### config.mk
export PLATFORM = sky130hd
export DESIGN_NAME = systolic_scheduler
export DESIGN_NICKNAME = d
export VERILOG_FILES = /design/src/rtl/systolic_scheduler_pkg.sv /design/src/rtl/systolic_scheduler_seq_fetch.sv /design/src/rtl/systolic_scheduler.sv
export SDC_FILE = /design/constraint.sdc
export NUM_CORES = 1
export LEC_CHECK = 0
export CAP_MARGIN = 20
export CORE_MARGIN = 1.5
export CORE_UTILIZATION = 45
export CTS_CLUSTER_DIAMETER = 150
export CTS_CLUSTER_SIZE = 28
export DETAILED_ROUTE_END_ITERATION = 7
export HOLD_SLACK_MARGIN = 0.08
export PLACE_DENSITY = 0.79
export SLEW_MARGIN = 20
export SYNTH_ARGS = -nofsm -noshare
export SYNTH_HDL_FRONTEND = slang
export SYNTH_SLANG_ARGS = --single-unit
### constraint.sdc
create_clock -name clk -period 2.86 [get_ports clk]
set_input_delay 0.572 -clock clk [delete_from_list [all_inputs] [get_ports clk]]
set_output_delay 0.572 -clock clk [all_outputs]
set_load 0.05 [all_outputs]
### src/rtl/systolic_scheduler_pkg.sv
// Shared sizing constants and scheduler state encoding for the systolic scheduler.
package systolic_scheduler_pkg;

   localparam int N                = 16;
   localparam int LOG_N            = 4;
   localparam int BP_WIDTH         = 2;
   localparam int ADDRESS_WIDTH    = 10;
   localparam int MEM_AMOUNT_WIDTH = 4;

   typedef enum logic [2:0] {
      IDLE,
      START,
      LOAD,
      STREAM,
      DRAIN
   } state_t;

endpackage

### src/rtl/systolic_scheduler_seq_fetch.sv
// Buffer address counter with a 1-cycle qualifier register matching the buffer read latency.
module seq_fetch
   import systolic_scheduler_pkg::*;
#(
   parameter int AW = 10,
   parameter int BW = 2
) (
   input  logic          clk,
   input  logic          rst_n,
   input  logic          i_load,
   input  logic [AW-1:0] i_base,
   input  logic          i_issue,
   input  logic          i_mask,
   input  logic [BW-1:0] i_data,
   output logic [AW-1:0] o_addr,
   output logic [BW-1:0] o_data,
   output logic          o_qual
);

   logic [AW-1:0] r_addr;
   logic          r_qual;
   logic          r_mask;

   // Address counter: preset at pass start, advances once per issued beat.
   always_ff @(posedge clk or negedge rst_n) begin
      if (!rst_n) begin
         r_addr <= '0;
      end else if (i_load) begin
         r_addr <= i_base;
      end else if (i_issue) begin
         r_addr <= r_addr + 1'b1;
      end
   end

   // Qualifier and mask delayed one cycle so they line up with the returned buffer data.
   always_ff @(posedge clk or negedge rst_n) begin
      if (!rst_n) begin
         r_qual <= 1'b0;
         r_mask <= 1'b0;
      end else begin
         r_qual <= i_issue;
         r_mask <= i_mask;
      end
   end

   assign o_addr = r_addr;
   assign o_qual = r_qual;
   assign o_data = (r_qual && !r_mask) ? i_data : '0;

endmodule

### src/rtl/systolic_scheduler.sv
// Pass-level sequencer: slices the query into N-base chunks and runs one array pass per chunk.
module systolic_scheduler
   import systolic_scheduler_pkg::*;
#(
   parameter int N                = systolic_scheduler_pkg::N,
   parameter int LOG_N            = systolic_scheduler_pkg::LOG_N,
   parameter int BP_WIDTH         = systolic_scheduler_pkg::BP_WIDTH,
   parameter int ADDRESS_WIDTH    = systolic_scheduler_pkg::ADDRESS_WIDTH,
   parameter int MEM_AMOUNT_WIDTH = systolic_scheduler_pkg::MEM_AMOUNT_WIDTH
) (
   input  logic                        clk,
   input  logic                        reset_i,
   input  logic                        start,
   input  logic [ADDRESS_WIDTH-1:0]    q_len,
   input  logic [ADDRESS_WIDTH-1:0]    t_len,
   output logic [ADDRESS_WIDTH-1:0]    q_addr,
   input  logic [BP_WIDTH-1:0]         q_data,
   output logic [ADDRESS_WIDTH-1:0]    t_addr,
   input  logic [BP_WIDTH-1:0]         t_data,
   output logic [BP_WIDTH-1:0]         S,
   output logic [BP_WIDTH-1:0]         T,
   output logic                        s_update,
   output logic                        valid,
   output logic                        ack,
   output logic                        new_seq,
   output logic [LOG_N-1:0]            PE_end,
   input  logic                        array_busy,
   output logic [MEM_AMOUNT_WIDTH-1:0] pass_idx,
   output logic                        sched_busy,
   output logic                        done,
   output logic                        err
);

   localparam logic [LOG_N:0] C_LAST_K = (LOG_N+1)'(N-1);

   state_t                      r_state, w_next;
   logic [ADDRESS_WIDTH-1:0]    r_q_len, r_t_len;
   logic [MEM_AMOUNT_WIDTH:0]   r_npass;
   logic [LOG_N-1:0]            r_last_end, r_pe_end;
   logic [MEM_AMOUNT_WIDTH-1:0] r_pass;
   logic [LOG_N:0]              r_kcnt;
   logic                        r_seen, r_done, r_err;

   logic [ADDRESS_WIDTH-1:0]    w_qm1, w_npass, w_q_addr, w_t_addr, w_q_base;
   logic                        w_bad, w_last, w_q_mask;
   logic                        w_accept, w_reject, w_finish, w_advance;
   logic                        w_ack, w_new_seq, w_load, w_q_issue, w_t_issue;

   assign w_qm1    = q_len - 1'b1;
   assign w_npass  = (w_qm1 >> LOG_N) + 1'b1;
   assign w_bad    = (q_len == '0) || (t_len == '0) ||
                     (w_npass > ADDRESS_WIDTH'(2**MEM_AMOUNT_WIDTH));
   assign w_last   = ({1'b0, r_pass} == (r_npass - 1'b1));
   assign w_q_base = ADDRESS_WIDTH'(r_pass) << LOG_N;
   assign w_q_mask = (w_q_addr >= r_q_len);

   seq_fetch #(.AW(ADDRESS_WIDTH), .BW(BP_WIDTH)) u_q_fetch (
      .clk     (clk),
      .rst_n   (reset_i),
      .i_load  (w_load),
      .i_base  (w_q_base),
      .i_issue (w_q_issue),
      .i_mask  (w_q_mask),
      .i_data  (q_data),
      .o_addr  (w_q_addr),
      .o_data  (S),
      .o_qual  (s_update)
   );

   seq_fetch #(.AW(ADDRESS_WIDTH), .BW(BP_WIDTH)) u_t_fetch (
      .clk     (clk),
      .rst_n   (reset_i),
      .i_load  (w_load),
      .i_base  ('0),
      .i_issue (w_t_issue),
      .i_mask  (1'b0),
      .i_data  (t_data),
      .o_addr  (w_t_addr),
      .o_data  (T),
      .o_qual  (valid)
   );

   // State register.
   always_ff @(posedge clk or negedge reset_i) begin
      if (!reset_i) r_state <= IDLE;
      else          r_state <= w_next;
   end

   // Next-state decode and per-state strobes.
   always_comb begin
      w_next    = r_state;
      w_ack     = 1'b0;
      w_new_seq = 1'b0;
      w_load    = 1'b0;
      w_q_issue = 1'b0;
      w_t_issue = 1'b0;
      w_accept  = 1'b0;
      w_reject  = 1'b0;
      w_finish  = 1'b0;
      w_advance = 1'b0;
      case (r_state)
         IDLE: begin
            if (start) begin
               if (w_bad) begin
                  w_reject = 1'b1;
               end else begin
                  w_accept = 1'b1;
                  w_next   = START;
               end
            end
         end
         START: begin
            w_ack     = 1'b1;
            w_new_seq = (r_pass == '0);
            w_load    = 1'b1;
            w_next    = LOAD;
         end
         LOAD: begin
            w_q_issue = 1'b1;
            if (r_kcnt == C_LAST_K) w_next = STREAM;
         end
         STREAM: begin
            w_t_issue = 1'b1;
            w_ack     = 1'b1;
            if (w_t_addr == r_t_len - 1'b1) w_next = DRAIN;
         end
         DRAIN: begin
            if (r_seen && !array_busy) begin
               if (w_last) begin
                  w_finish = 1'b1;
                  w_next   = IDLE;
               end else begin
                  w_advance = 1'b1;
                  w_next    = START;
               end
            end
         end
         default: w_next = IDLE;
      endcase
   end

   // Job parameters, pass bookkeeping and the registered done/err pulses.
   always_ff @(posedge clk or negedge reset_i) begin
      if (!reset_i) begin
         r_q_len    <= '0;
         r_t_len    <= '0;
         r_npass    <= '0;
         r_last_end <= '0;
         r_pe_end   <= '0;
         r_pass     <= '0;
         r_kcnt     <= '0;
         r_seen     <= 1'b0;
         r_done     <= 1'b0;
         r_err      <= 1'b0;
      end else begin
         r_done <= w_finish;
         r_err  <= w_reject;
         if (w_accept) begin
            r_q_len    <= q_len;
            r_t_len    <= t_len;
            r_npass    <= w_npass[MEM_AMOUNT_WIDTH:0];
            r_last_end <= w_qm1[LOG_N-1:0];
            r_pass     <= '0;
         end
         if (r_state == START) begin
            r_pe_end <= w_last ? r_last_end : '1;
            r_kcnt   <= '0;
            r_seen   <= 1'b0;
         end
         if (r_state == LOAD) r_kcnt <= r_kcnt + 1'b1;
         if (r_state == DRAIN && array_busy) r_seen <= 1'b1;
         if (w_advance) r_pass <= r_pass + 1'b1;
      end
   end

   assign q_addr     = w_q_addr;
   assign t_addr     = w_t_addr;
   assign ack        = w_ack;
   assign new_seq    = w_new_seq;
   assign PE_end     = r_pe_end;
   assign pass_idx   = r_pass;
   assign sched_busy = (r_state != IDLE);
   assign done       = r_done;
   assign err        = r_err;

endmodule
Word-level counts from Yosys, hierarchy flattened. Cells that the tools add are included. W data, S select, Z words.

Add/subtract/negate cells: 8. Equality and inequality tests: 12. Mux-type cells: 37. $lt $le $gt $ge: 2. Reduce and logical (&&, ||, !) cells: 19.

Operators by type and width (number): $mux W10 (4); $add A10 B1 Y10 const B (2); $logic_not A10 Y1 (2); $mux W1 (20); $sub A10 B1 Y10 const B (2); $mux W3 (5); $pmux W3 S5 (1); $mux W4 (3); $eq A10 B10 Y1 (1); $ge A10 B10 Y1 (1); $mux W5 (2); $ne A2 B2 Y1 const B (5); $reduce_bool A2 Y1 (5); $add A6 B1 Y7 const B (1); $gt A7 B5 Y1 const B (1); $eq A3 B2 Y1 const B (2); $add A5 B1 Y5 const B (1); $eq A4 B5 Y1 (1); $eq A5 B4 Y1 const B (1); $reduce_and A5 Y1 (1); $sub A5 B1 Y5 const B (1); $add A4 B1 Y4 const B (1); $logic_not A4 Y1 (1); $mux W2 (2); other kinds (8) (12).

Input port bits: 28. Flip-flop bits (word level): 71. Word-level logic and storage cells: 94. Output and inout port bits: 39.

Depth between registers and ports, before layout. Gate-level depths: netlist of the first run.

Depth in word-level cells: 9. Mapped depth: 12. Mapped depth without buffers: 11.

Modules after synthesis. A second synthesis of the first run with hierarchy kept.

Cell total of the unflattened synthesis: 442. Area total of the unflattened synthesis: 4307.9 µm².

By module, submodules not included: systolic_scheduler (area an instance 3034.2 µm², sequential area each 1201.2 µm², times used 1, cells each 312); seq_fetch (area an instance 636.9 µm², sequential area each 300.3 µm², times used 2, cells each 65).

Worst setup path after synthesis of the first run. No wires, ideal clock.

Path kind: input-to-reg. Start point: input q_len[0]. End point: register r_last_end[0]. Stages: 12. Path slack: -202 ps. Library setup time: 125 ps. Buffers on the path: 2. Arrival time: 2937 ps. Cell sequence: inv_1 -> ha_1 -> or4b_1 -> buf_6 -> nand2_1 -> ha_1 -> and2_2 -> a32oi_2 -> o31ai_4 -> nor2_8 -> buf_12 -> mux2_4.

Longest elaborated chain between the ends: 7. Elaborated cells on any way between the ends: 9.

RTL lines: from (decl) (line systolic_scheduler.sv:14) `input logic [ADDRESS_WIDTH-1:0] q_len,`; $sub A10 B1 Y10 (line systolic_scheduler.sv:49) `assign w_qm1 = q_len - 1'b1;`; $add A6 B1 Y7 (line systolic_scheduler.sv:50) `assign w_npass = (w_qm1 >> LOG_N) + 1'b1;`; $gt A7 B5 Y1 (line systolic_scheduler.sv:52) `(w_npass > ADDRESS_WIDTH'(2**MEM_AMOUNT_WIDTH));`; $logic_or A1 B1 Y1 (line systolic_scheduler.sv:51) `assign w_bad = (q_len == '0) || (t_len == '0) ||`; $mux W1 (line systolic_scheduler.sv:104) `if (w_bad) begin`; $mux W1 (line systolic_scheduler.sv:103) `if (start) begin`; $mux W1 (line systolic_scheduler.sv:101) `case (r_state)`; to (signal assigned) (line systolic_scheduler.sv:162) `r_last_end <= w_qm1[LOG_N-1:0];`; to (decl) (line systolic_scheduler.sv:39) `logic [LOG_N-1:0] r_last_end, r_pe_end;`.

Several ways; a longest one is shown, not always the timed one. A chain may end at the register's enable or synchronous reset.

Worst setup path in the final report of the first run.
Start point: input q_len[2]. End point: register r_q_len[6].

Longest elaborated chain between the ends: 7. Elaborated cells on any way between the ends: 9.

RTL lines: $sub A10 B1 Y10 (line systolic_scheduler.sv:49); $add A6 B1 Y7 (line systolic_scheduler.sv:50); $gt A7 B5 Y1 (line systolic_scheduler.sv:52); $logic_or A1 B1 Y1 (*) (line systolic_scheduler.sv:51); $mux W1 (*) (line systolic_scheduler.sv:104); $mux W1 (*) (line systolic_scheduler.sv:103); $mux W1 (*) (line systolic_scheduler.sv:101); to (signal assigned) (line systolic_scheduler.sv:159) `r_q_len <= q_len;`; to (decl) (line systolic_scheduler.sv:37) `logic [ADDRESS_WIDTH-1:0] r_q_len, r_t_len;`.

Every way passes the cells marked *; elsewhere a longest branch is shown, timed or not.

==> qor.csv, run 1 <==
stage,metric,value,unit
timing,Max Slew Vio Count,0,
logic_synthesis,Post-Syn Instances,437,
timing,WHS,0.272,ns
global_route,first-pass GRT wire length,16.9,mm
power,worst vdd rail ir drop,0.341,mV
run_status,status,"complete, no violations",
route,total number of vias,3629,
die,die width,102,um
route,DR pass1 iterations,5,
route,Via density,5.38,
timing,final critical-path share of the clock period,0.967,
worst_setup_path,crit path cell chain,dlygate4sd2_1 -> or4b_4 -> nor4_4 -> xor2_2 -> buf_4 -> a21o_4 -> nor2_8 -> buf_6 -> buf_12 -> mux2_4,
clock_network,CTS root buf,clkbuf_8,
layout,fin area,5750,um2
layout,fill count,792,
worst_setup_path,Setup Crit Path Kind,in2reg,
layout,"most common cell after layout, fill and taps aside",dfrtp_1,
power,Power Density,906,nW/um2
flow_run,max cap viols,0,
die,Cell Rows,35,
timing,Setup TNS Final,0,ns
die,IO Count,67,
die,Die Ht,102,um
global_route,initial antenna violation count,0,
global_route,vias in the first global route,3457,
die,Starting Density,0.471,
timing,clock skew,0.0119,ns
logic_synthesis,syn avg cell area,10.1,um2
power,P_leak,2.58,nW
global_route,largest net degree at the start of global routing,33,
global_route,total track usage,0.208,
place,Detailed Place HPWL,7.79,mm
logic_synthesis,number of distinct library cells after synthesis,63,
worst_setup_path,Crit path largest cell delay,0.61,ns
logic_synthesis,"Seq/Total Area, Yosys",0.403,
route,DR WL/cell,15.8,um
timing,maximum clock rate,0.362,GHz
layout,layout cell share with drive strength beyond 1,0.207,
timing,actual slew at the worst max-slew pin,0.698,ns
route,Antenna Nets Post-Route,0,
worst_setup_path,CP Capture Type,flop,
logic_synthesis,Seq cells post-synth,71,
worst_hold_path,Min-Delay Path Class,in2async,
worst_setup_path,crit path max fanout,5,
timing,fin crit period,2.77,ns
layout,Synth-to-Final Area Change,30.3,%
logic_synthesis,Post-synth EDFFs,0,
logic_synthesis,post-synthesis cell area,4410,um2
clock_network,latest clock arrival within the worst-skew pair,0.34,ns
clock_network,CTS H-tree lvls,3,
worst_setup_path,Critical Path RT,3.09,ns
clock_network,CTS hold repair buffers,0,
timing,final hold vios,0,
route,Iteration-0 DRC Markers,171,
die,Die ar.,10400,um2
logic_synthesis,share of the synthesized area in the top cell type,0.403,
layout,Final Util,0.613,
power,Final Power,5.21,mW
layout,Ant. Diodes,0,
logic_synthesis,yosys warns,0,
layout,nets,591,
layout,most frequent cells in the layout,"dfrtp_1, clkdlybuf4s50_1, buf_4",
clock_network,total clock sinks,71,
timing,RSZ-0062 raised after global routing,false,
route,drc violations,0,
global_route,GRT Residual Overflow,0,
worst_setup_path,"Slowest-stage cell, CP",or4b_4,
clock_network,TritonCTS buffer count,9,
place,port buffer count,66,
worst_setup_path,crit path DAT,2.99,ns
logic_synthesis,Synth Flop Type,dfrtp_1,
timing,Slew HR,0.535,
logic_synthesis,ys async rst share,1.00,
worst_setup_path,Critical Path Source Type,primary input,
clock_network,CTS tree,yes,
clock_network,"Reg clk slew, reported paths",0.08,ns
route,WL final,10.6,mm
logic_synthesis,syn_nets,485,
place,final estimated routing congestion in global placement,0.923,
die,core box area,9370,um2
clock_network,CTS Buffer Depth,2,
place,placed cell area,5460,um2
timing,final setup violation count,0,
logic_synthesis,largest cells by area after synthesis,"dfrtp_1, mux2_4, ha_1, nand2_1, xor2_1",
logic_synthesis,top cell type by total area after synthesis,dfrtp_1,
## stage by stage
stage,instances,worst slack [ns]
after floorplan,437,0.0154
after global placement,652,-0.338
after detailed placement,652,-0.434
after CTS,672,0.00662
after global routing,675,0.0336
final,675,0.0943
## final timing paths
check                           start          to  slack [ns]  cells past startpoint
max                          q_len[2]  r_q_len[6]        0.09                     10
min                           reset_i  r_npass[0]        0.27                      1
max reg2reg                r_t_len[0]  r_state[1]        0.18                      8
min reg2reg                 r_kcnt[2]   r_kcnt[2]        0.52                      1
max in group asynchronous     reset_i  r_state[1]        1.82                      2
min in group clk            r_kcnt[2]   r_kcnt[2]        0.52                      1
## critical path, delay by kind of cell
family	cells	cell delay, ns
AOI/OAI and AO/OA	1	0.22
xor gates and xnor gates	1	0.16
muxes	1	0.31
buffers and inverters	4	0.69
and+or+nand+nor	3	1.03
## final cells by class
type	count	area [um2]	share of cell area
timing repair buffer	114	1080	0.187
inverter	34	128	0.0222
clock buffer	14	183	0.0318
multi-input combinational	313	2420	0.421
tap	129	161	0.0281
sequential	71	1780	0.309
## what timing repair did
action,in CTS,in global routing
setup endpoints to repair,27,21
pin swaps,6,6
setup buffers,5,3
cloned,1,1
gates resized for setup,6,7
## where the power goes
part / switching, mW / internal, mW
logic: 1.47 / 1.15
registers: 0.448 / 1.38
clock network: 0.353 / 0.402
total: 2.27 / 2.93
## layer usage
metal	vias up	share of wire	GRT usage
li1	1762	-	-
met1	1758	0.46	0.285
met2	91	0.48	0.334
met3	18	0.036	0.0267
met4	0	0.022	0.0875
met5	-	0	0
## cells in the mapped netlist (10+ instances only)
library cell  instances
dfrtp_1              71
nand2_1              42
inv_1                33
nor2_1               31
mux2_4               25
o21ai_0              25
ha_1                 20
xor2_1               16
xnor2_1              14
nand3_1              13
clkbuf_1             12
a31oi_1              10
nor3_1               10
## state kept, by name (all words and copies together) (netlist names)
name / cells
PE_end: 4
done: 1
err: 1
pass_idx: 4
r_kcnt: 5
r_last_end: 4
r_npass: 5
r_q_len: 10
r_seen: 1
r_state: 3
r_t_len: 10
u_q_fetch.o_addr: 10
u_q_fetch.o_qual: 1
u_q_fetch.r_mask: 1
u_t_fetch.o_addr: 10
u_t_fetch.o_qual: 1
## logic make-up (layout without fill, tap and decap cells)
| logic type | count (synthesis) | count (layout) | synth area share |
|---|---|---|---|
| DFF | 71 | 71 | 0.403 |
| and+or+nand+nor | 139 | 139 | 0.162 |
| AOI/OAI and AO/OA | 93 | 93 | 0.157 |
| xor gates and xnor gates | 31 | 31 | 0.0633 |
| adders and majority gates | 20 | 20 | 0.0567 |
| buffers and inverters | 53 | 162 | 0.0616 |
| muxes | 30 | 30 | 0.0965 |
No activity file was read; power rests on OpenSTA's default activity.
==> run 2, diff against run 1 <==
==> constraint.sdc (replaced) <==
create_clock -name clk -period 3 [get_ports clk]
set_input_delay 0.6 -clock clk [delete_from_list [all_inputs] [get_ports clk]]
set_output_delay 0.6 -clock clk [all_outputs]
set_load 0.05 [all_outputs]
==> run 2 against run 1 <==
  * Register-to-register slack improved by 0.02 ns
  * Total power decreased by 3.7%
  * Wire length is 5.9% higher
  * Largest power group unchanged
  * Design area grew 0.46%
  * Clock-buffer cell count fell by 5
  * Largest cell class unchanged
  * Worst setup slack better by 0.022 ns
  * Highest routed layer unchanged
  * Critical path depth is 3 higher
  * First-iteration DRC count increased by 39%
  * Sequential cell count unchanged
  * Clock power fell by 1%
  * Sequential power down 4%
==> qor.csv, run 2 (same netlist as run 1, synthesis figures left out) <==
stage,metric,value,unit,change
run_status,status,"complete, no violations",,
route,Antenna Nets Post-Route,0,,unchanged
layout,fin area,5770,um2,+0.46%
flow_run,max cap viols,0,,unchanged
timing,Max Slew Vio Count,0,,unchanged
clock_network,TritonCTS buffer count,9,,unchanged
power,worst vdd rail ir drop,0.305,mV,-11%
route,WL final,11.3,mm,+5.9%
die,Die ar.,10400,um2,unchanged
timing,final setup violation count,0,,unchanged
clock_network,"Reg clk slew, reported paths",0.07,ns,about the same
route,Via density,5.54,,+3.0%
worst_hold_path,Min-Delay Path Class,in2async,,
route,drc violations,0,,unchanged
worst_setup_path,Reg2Reg Setup Slack,0.20,ns,+0.02 ns
timing,Final WS setup,0.116,ns,+0.0218 ns
place,placed cell area,5390,um2,-1.4%
clock_network,latest clock arrival within the worst-skew pair,0.34,ns,about the same
timing,WHS,0.337,ns,+0.0651 ns
power,Sw Ratio,0.445,,+0.00823
layout,most frequent cells in the layout,"dfrtp_1, clkdlybuf4s50_1, nand2_1",,
worst_setup_path,WP buf/inv,6,,+2
place,cell count after placement,643,,-1.4%
die,core box area,9370,um2,unchanged
layout,fill count,763,,-3.7%
global_route,GRT Residual Overflow,0,,unchanged
timing,final hold vios,0,,unchanged
timing,actual slew at the worst max-slew pin,0.851,ns,+0.153 ns
place,port buffer count,66,,unchanged
power,P_leak,2.58,nW,-0.25%
worst_setup_path,crit path max fanout,8,,+3
worst_setup_path,"Slowest-stage cell, CP",or4b_4,,
timing,RSZ-0062 raised after global routing,false,,
layout,Ant. Diodes,0,,unchanged
power,Final Power,5.01,mW,-3.7%
die,Starting Density,0.471,,unchanged
clock_network,total clock sinks,71,,unchanged
route,Iteration-0 DRC Markers,238,,+39%
timing,Slew HR,0.429,,-0.106
timing,clock skew,0.00875,ns,-0.00311 ns
worst_setup_path,Crit path largest cell delay,0.49,ns,-0.12 ns
power,Power Density,868,nW/um2,-4.2%
layout,Register Area,1780,um2,unchanged
worst_setup_path,Critical Path Most Common Cell,buf_4,,
layout,Final Util,0.616,,+0.00280
power,Int Pwr,2.78,mW,-5.1%
layout,Synth-to-Final Area Change,30.9,%,
route,DR pass1 iterations,5,,unchanged
power,Comb power frac,0.499,,-0.005
worst_setup_path,Setup Crit Path Kind,in2reg,,
clock_network,CTS root buf,clkbuf_8,,
global_route,initial antenna violation count,0,,unchanged
die,die width,102,um,unchanged
place,final estimated routing congestion in global placement,0.934,,+1.2%
global_route,first-pass GRT wire length,18.3,mm,+8.4%
worst_setup_path,CP Capture Type,flop,,
worst_setup_path,crit path cell chain,dlygate4sd2_1 -> inv_2 -> ha_4 -> or4b_4 -> buf_4 -> buf_4 -> o31ai_4 -> a32oi_4 -> o31ai_4 -> nor2_8 -> buf_4 -> buf_12 -> mux2_4,,
layout,multi-input logic area,2440,um2,+0.62%
route,DR WL/cell,16.8,um,+6.5%
timing,final critical-path share of the clock period,0.961,,
die,IO Count,67,,unchanged
worst_setup_path,Critical Path Source Type,primary input,,
clock_network,CTS Buffer Depth,2,,unchanged
timing,fin crit period,2.88,ns,
timing,maximum clock rate,0.347,GHz,
power,switching power total,2.23,mW,-1.9%
global_route,largest net degree at the start of global routing,39,,+18%
clock_network,CTS tree,yes,,
global_route,total track usage,0.227,,+0.0184
layout,Final Non-Filler Cells,671,,-0.59%
route,total number of vias,3716,,+2.4%
worst_setup_path,"delay-heaviest family, CP",buffers and inverters,,
global_route,vias in the first global route,3601,,+4.2%
place,Detailed Place HPWL,8.21,mm,+5.5%
power,clock share of power,0.149,,+0.004
worst_setup_path,crit path DAT,3.10,ns,+0.11 ns
timing,Setup TNS Final,0,ns,unchanged
layout,layout cell share with drive strength beyond 1,0.199,,-0.00770
power,sequential power share,0.352,,about the same
die,Cell Rows,35,,unchanged
worst_setup_path,Critical Path RT,3.22,ns,+0.13 ns
place,DP Worst Slack,-0.423,ns,+0.0114 ns
layout,"most common cell after layout, fill and taps aside",dfrtp_1,,
layout,nets,586,,-0.85%
clock_network,CTS H-tree lvls,3,,unchanged
die,Die Ht,102,um,unchanged
==> run 2: cell types whose count changed in the layout (fill, tap and decap cells not counted), sizes merged <==
| cell | before | now |
|---|---|---|
| clkbuf | 17 | 9 |
| clkdlybuf4s15 | 0 | 1 |
| clkdlybuf4s50 | 57 | 59 |
| buf | 51 | 45 |
| clkinvlp | 0 | 3 |
| clkinv | 1 | 3 |
| dlymetal6s2s | 0 | 1 |
| bufinv | 0 | 1 |
==> run 2: worst register-to-register path, stage by stage, from the launching register on <==
cell	delay [ns]
dfrtp_1	0.42
inv_1	0.09
ha_1	0.24
or4b_4	0.53
a2111oi_0	0.39
o32ai_1	0.18
a21o_1	0.21
a2111oi_4	0.46
a31oi_1	0.13
==> run 2: cell type report <==
cell class | count | area share
Timing Repair Buffer | 109 | 0.188
Clock buffer | 9 | 0.0215
Inverter | 34 | 0.0221
Multi-Input combinational cell | 313 | 0.422
Tap cell | 129 | 0.0280
Clock inverter | 6 | 0.0108
Sequential cell | 71 | 0.308
==> run 2: power by group through the flow <==
stage,logic [mW],registers [mW],clock network (mW)
after global routing,2.71,1.82,0.789
after CTS,2.48,1.75,0.743
after global placement,2.34,1.74,0
final,2.50,1.76,0.745
after detailed placement,2.46,1.76,0
after floorplan,1.46,2.00,0
==> run 2: layer usage <==
metal / up-vias / track usage / share of wire
met5: - / 0 / 0
met4: 0 / 0.0801 / 0.017
met3: 17 / 0.0301 / 0.043
met2: 114 / 0.381 / 0.51
met1: 1829 / 0.301 / 0.43
li1: 1756 / - / -
==> run 2: path summary, 6_finish.rpt <==
check,cells after the start,endpoint,start
max,13,r_last_end[3],q_len[1]
min,1,r_q_len[8],reset_i
max reg2reg,8,r_state[1],r_t_len[0]
min reg2reg,2,r_last_end[1],r_last_end[1]
max in group asynchronous,2,u_t_fetch.o_addr[5],reset_i
min in group clk,2,r_last_end[1],r_last_end[1]
==> run 2: repair_timing <==
| item | in CTS | in global routing |
|---|---|---|
| hold buffers | 0 | 0 |
| gates cloned | 2 | 0 |
| setup buffers | 9 | 2 |
| pin swaps | 5 | 6 |
| hold endpoints to repair | 0 | 0 |
| endpoints found under the setup margin | 30 | 32 |
| resized for setup | 13 | 4 |
==> patch 1: new RTL, settings of run 2 <==
The 5 states of `state_t` get a Gray code encoding in 3 bits.
--- a/src/rtl/systolic_scheduler_pkg.sv
+++ b/src/rtl/systolic_scheduler_pkg.sv
@@ -8,11 +8,11 @@
    localparam int MEM_AMOUNT_WIDTH = 4;
 
    typedef enum logic [2:0] {
-      IDLE,
-      START,
-      LOAD,
-      STREAM,
-      DRAIN
+      IDLE   = 3'b000,
+      START  = 3'b001,
+      LOAD   = 3'b011,
+      STREAM = 3'b010,
+      DRAIN  = 3'b110
    } state_t;
 
 endpackage
Function: same outputs for any inputs over 10 cycles, from zero or initial values and one cycle with reset_i low; not proved beyond that.
==> patch 1 against run 2 <==
Total power grew 3.1%. Area after synthesis shrank 4.7%. Setup slack lost 0.020 ns. Non-clock buffer count decreased by 10. Final area decreased by 4.6%. Wire length down 9.7%. Sequential cell count unchanged. Fmax decreased by 0.68%. Critical path type unchanged. Critical endpoint is now r_q_len[1]$_DFFE_PN0P_. Largest power group unchanged.
==> patch 1: results (changes against run 2) <==
The antenna diode count is 0 (unchanged). The gate count of the mapped netlist came out at 435 (-0.46%). The clock tree buffer depth came to 2 (unchanged). The global-route wire length before repair was 16,800 um (-7.9%). The worst endpoint data arrival time came to 3.13 ns (+0.03 ns). The number of nets in the final layout is 574 (-2.0%). The initial detailed-routing violation count is 222 (-6.7%). The clock skew came out at 0.0122 ns (+0.00347 ns). Sorting the synthesized cells by how often they occur yields 71 x dfrtp_1, 39 x nor2_1, 37 x nand2_1. The number of global-route vias before repair is 3,424 (-4.9%). The overall routing resource usage is 21.5% (-1.1 points). The pin count of the biggest net entering global routing was 72 (+85%). The instance area after placement came out at 0.00520 mm2 (-3.5%). The sequential area share after synthesis came out at 42.3% (+2.0 points).

After synthesis, the cell types taking the most area are dfrtp_1 42%, mux2_4 6.4%, ha_1 6.0%. The design internal power came out at 2.92 mW (+5.0%). The clock input transition at the sequential cells of the worst setup and hold paths came out at 0.07 ns (about the same). The final weighted congestion of routability-driven global placement is 0.895 (-4.2%). The post-synth net total is 483 (-0.41%). The post-synthesis cell type count was 55 (-13%). The clock reaches the later pin of the worst-skew pair after 0.35 ns. The maximum level of the CTS H-tree came out at 3 (unchanged). The count of yosys warnings during synthesis is 0 (unchanged). The worst vdd rail ir drop came out at 322 uV (+5.7%). The static power due to leakage came out at 2.48 nW (-3.7%). The wire length reported by the detailed router came out at 10,200 um (-9.7%). The run finished with clean final reports.

The fraction of registers with async set/reset came out at 100% (unchanged). The iteration count of the initial detailed-routing pass is 6 (+1). The routed via count came out at 3,574 (-3.8%). The highest net fanout along the worst path is 7 (-1).

The post-layout instance count excluding filler cells is 641 (-4.5%). The TritonCTS buffer count came out at 9 (unchanged). The remaining max-slew budget at the tightest pin was 39.9% (-3.0 points). The count of placed standard cells including taps is 621 (-3.4%). The layout cell share with drive strength beyond 1 is 18.5% (-1.4 points).

The number of antenna violations at the first check in global routing was 0 (unchanged). The post-detailed-placement half-perimeter wirelength was 7540 um (-8.2%).
patch 1: cell count changes in the layout (fill, tap and decap cells not counted), sizes merged, moves of 5 or more:
cell / change
inv: -9
buf: -8
nand2b: +8
nand3: +8
nor2: +7
a31oi: -5
nand2: -5
patch 1: metrics by stage:
stage / hold WS (ns) / power [mW] / setup WS [ns]
2_1_floorplan: 0.304 / 3.53 / -0.00792
3_3_place_gp: 0.470 / 4.26 / -0.559
3_5_place_dp: 0.473 / 4.38 / -0.691
4_1_cts: 0.489 / 5.17 / 0.00679
5_1_grt: 0.532 / 5.51 / 0.000447
6_report: 0.463 / 5.17 / 0.0964
patch 1: power groups by stage:
| stage | logic [mW] | registers [mW] | clock network, mW |
|---|---|---|---|
| finish | 2.60 | 1.80 | 0.769 |
| global route | 2.83 | 1.85 | 0.826 |
| CTS | 2.60 | 1.79 | 0.778 |
| detailed placement | 2.57 | 1.80 | 0 |
| global placement | 2.48 | 1.78 | 0 |
| floorplan | 1.49 | 2.04 | 0 |
patch 1: layer usage:
metal	wire length, um	GRT usage [%]
met5	0	0
met4	166	8.23
met3	347	2.74
met2	5090	35.9
met1	4570	28.8
patch 1: area by class of cell:
class                      count  area [um2]
sequential                    71        1780
inverter                      24         108
multi-input combinational    321        2350
tap                          111         139
timing repair buffer          99         936
clock buffer                  11         151
clock inverter                 4        45.0
fill                         735        3640
patch 1: path summary, 6_finish.rpt:
check | from | depth (start not counted) | slack [ns] | to
max in group asynchronous | reset_i | 2 | 1.95 | r_q_len[5]$_DFFE_PN0P_
max | q_len[0] | 15 | 0.1 | r_q_len[1]$_DFFE_PN0P_
min reg2reg | r_last_end[2]$_DFFE_PN0P_ | 2 | 0.49 | r_last_end[2]$_DFFE_PN0P_
min in group clk | r_last_end[2]$_DFFE_PN0P_ | 2 | 0.49 | r_last_end[2]$_DFFE_PN0P_
max reg2reg | r_t_len[0]$_DFFE_PN0P_ | 8 | 0.83 | r_state[0]$_DFFE_PN0P_
min | reset_i | 2 | 0.46 | u_t_fetch.o_addr[8]$_DFFE_PN0P_
patch 1: critical path: stages:
cell and delay [ns]:
clkdlybuf4s15_2 0.23, inv_6 0.07, ha_4 0.13, or4b_4 0.51, nand2_4 0.11, ha_4 0.14
and2_4 0.13, a32oi_2 0.09, nor2b_4 0.14, a2111o_1 0.43, buf_6 0.17, buf_6 0.12
buf_4 0.12, nand2_1 0.07, o21ai_1 0.07
patch 1: cell families after synthesis:
kind of cell    Yosys count  synth area share [%]
flops                    71                  42.3
fa+ha+maj                20                  5.96
buf+inv                  43                  4.59
mux                      26                  8.49
simple gates            164                  19.9
xor+xnor                 30                  6.25
compound gates           81                  12.6
patch 1: timing repair:
action                     CTS  global route
resized for setup           26             8
setup buffers                5             0
setup endpoints to repair   33            27
pin swaps                    9             4
==> patch 2: new RTL, settings of run 2 <==
Without the edit above. The package constant `BP_WIDTH` goes from 2 to 3.
--- a/src/rtl/systolic_scheduler_pkg.sv
+++ b/src/rtl/systolic_scheduler_pkg.sv
@@ -3,7 +3,7 @@
 
    localparam int N                = 16;
    localparam int LOG_N            = 4;
-   localparam int BP_WIDTH         = 2;
+   localparam int BP_WIDTH         = 3;
    localparam int ADDRESS_WIDTH    = 10;
    localparam int MEM_AMOUNT_WIDTH = 4;
 
Interface: changed (resized S, T, q_data and t_data); port bits go from 67 to 71. The function was not compared with the original's and may differ.
==> patch 2 against run 2 <==
Final area up 1.1%. Wire length decreased by 4.2%. Largest power group unchanged. Sequential power down 3%. Sequential cell count is the same. Critical endpoint is now r_state[1]$_DFFE_PN0P_. Area after synthesis fell by 2.0%. Setup slack improved by 0.051 ns. Core utilization grew 1.3 points. Total power increased by 2.5%. Fmax increased by 1.8%. Clock power grew 28%.
==> patch 2: results (changes against run 2) <==
The mean number of vias per cell came out at 5.47 (-1.3%). The highest net fanout along the worst path came out at 6 (-2). The global-route wire length before repair was 17,600 um (-3.9%).

The met2 usage was 38.0% (-0.059 points). The fraction of synthesized cell area in xor and xnor cells came out at 7.70% (+1.4 points). The number of buffer cells added on primary ports is 70 (+6.1%). After synthesis, the most frequently instantiated cells are 71 x dfrtp_1, 35 x nand2_1, 34 x nor2_1. The detailed-routed wire length on met3 was 554 um (+15%). The static power due to leakage is 2.60 nW (+0.83%). The pre-CTS setup slack came out at -0.366 ns (+0.0563 ns). The gate count of the mapped netlist was 432 (-1.1%). The slew at the pin with the worst max-slew slack came out at 0.609 ns (-0.242 ns). The setup slack after layout came out at 0.167 ns (+0.0513 ns).

The mux share of post-synthesis cell area came to 10.3% (+0.63 points). The worst vdd rail ir drop is 330 uV (+8.4%). The number of nets in the final layout came to 591 (+0.85%).

The slowest cell on the critical path is or4b_1. The post-detailed-placement half-perimeter wirelength came out at 7920 um (-3.6%). The post-synth net total came out at 482 (-0.62%).

The routed length on met1 came out at 4610 um (-5.3%). The depth of the worst register-to-register path is 9 (+1). The initial detailed-routing violation count came out at 244 (+2.5%).

The global-route met1 utilization came out at 27.7% (-2.5 points). The clock skew came out at 0.0102 ns (+0.00148 ns). The number of gates resized after CTS came out at 1 (-12). The overall routing resource usage is 21.9% (-0.79 points). The pin count of the biggest net entering global routing came out at 44 (+13%). The flow ran to the end, and the final reports show no timing, DRC or antenna violations. The class of the most critical setup path is flop to flop. The adder-cell share of the synthesized area came to 5.79% (+0.11 points). The count of buffers added by post-CTS timing repair for setup is 0 (-9).

The met3 capacity usage during global routing came out at 3.74% (+0.74 points). The sequential area share after synthesis came out at 41.1% (+0.82 points).
[patch 2: cell type report]
cell class,instances,area (um2),share of cell area [%]
clock buffer,11,151,2.59
inverter,29,109,1.87
clock inverter,5,104,1.78
sequential,71,1780,30.4
timing repair buffer,112,1110,19.0
multi-input combinational,318,2420,41.6
tap,129,161,2.77
[patch 2: worst min path at each step]
stage / endpoint / slack [ns] / depth (start not counted)
floorplan: PE_end[0]$_DFFE_PN0P_ / 0.30 / 0
global placement: r_kcnt[2]$_DFFE_PN0P_ / 0.48 / 1
detailed placement: r_last_end[1]$_DFFE_PN0P_ / 0.49 / 2
CTS: done$_DFF_PN0_ / 0.44 / 1
global route: done$_DFF_PN0_ / 0.28 / 1
finish: u_t_fetch.o_qual$_DFF_PN0_ / 0.24 / 1
[patch 2: where the power goes]
part           switching (mW)  internal [mW]
sequential              0.409           1.30
clock                   0.359          0.598
combinational            1.36           1.11
total                    2.12           3.01
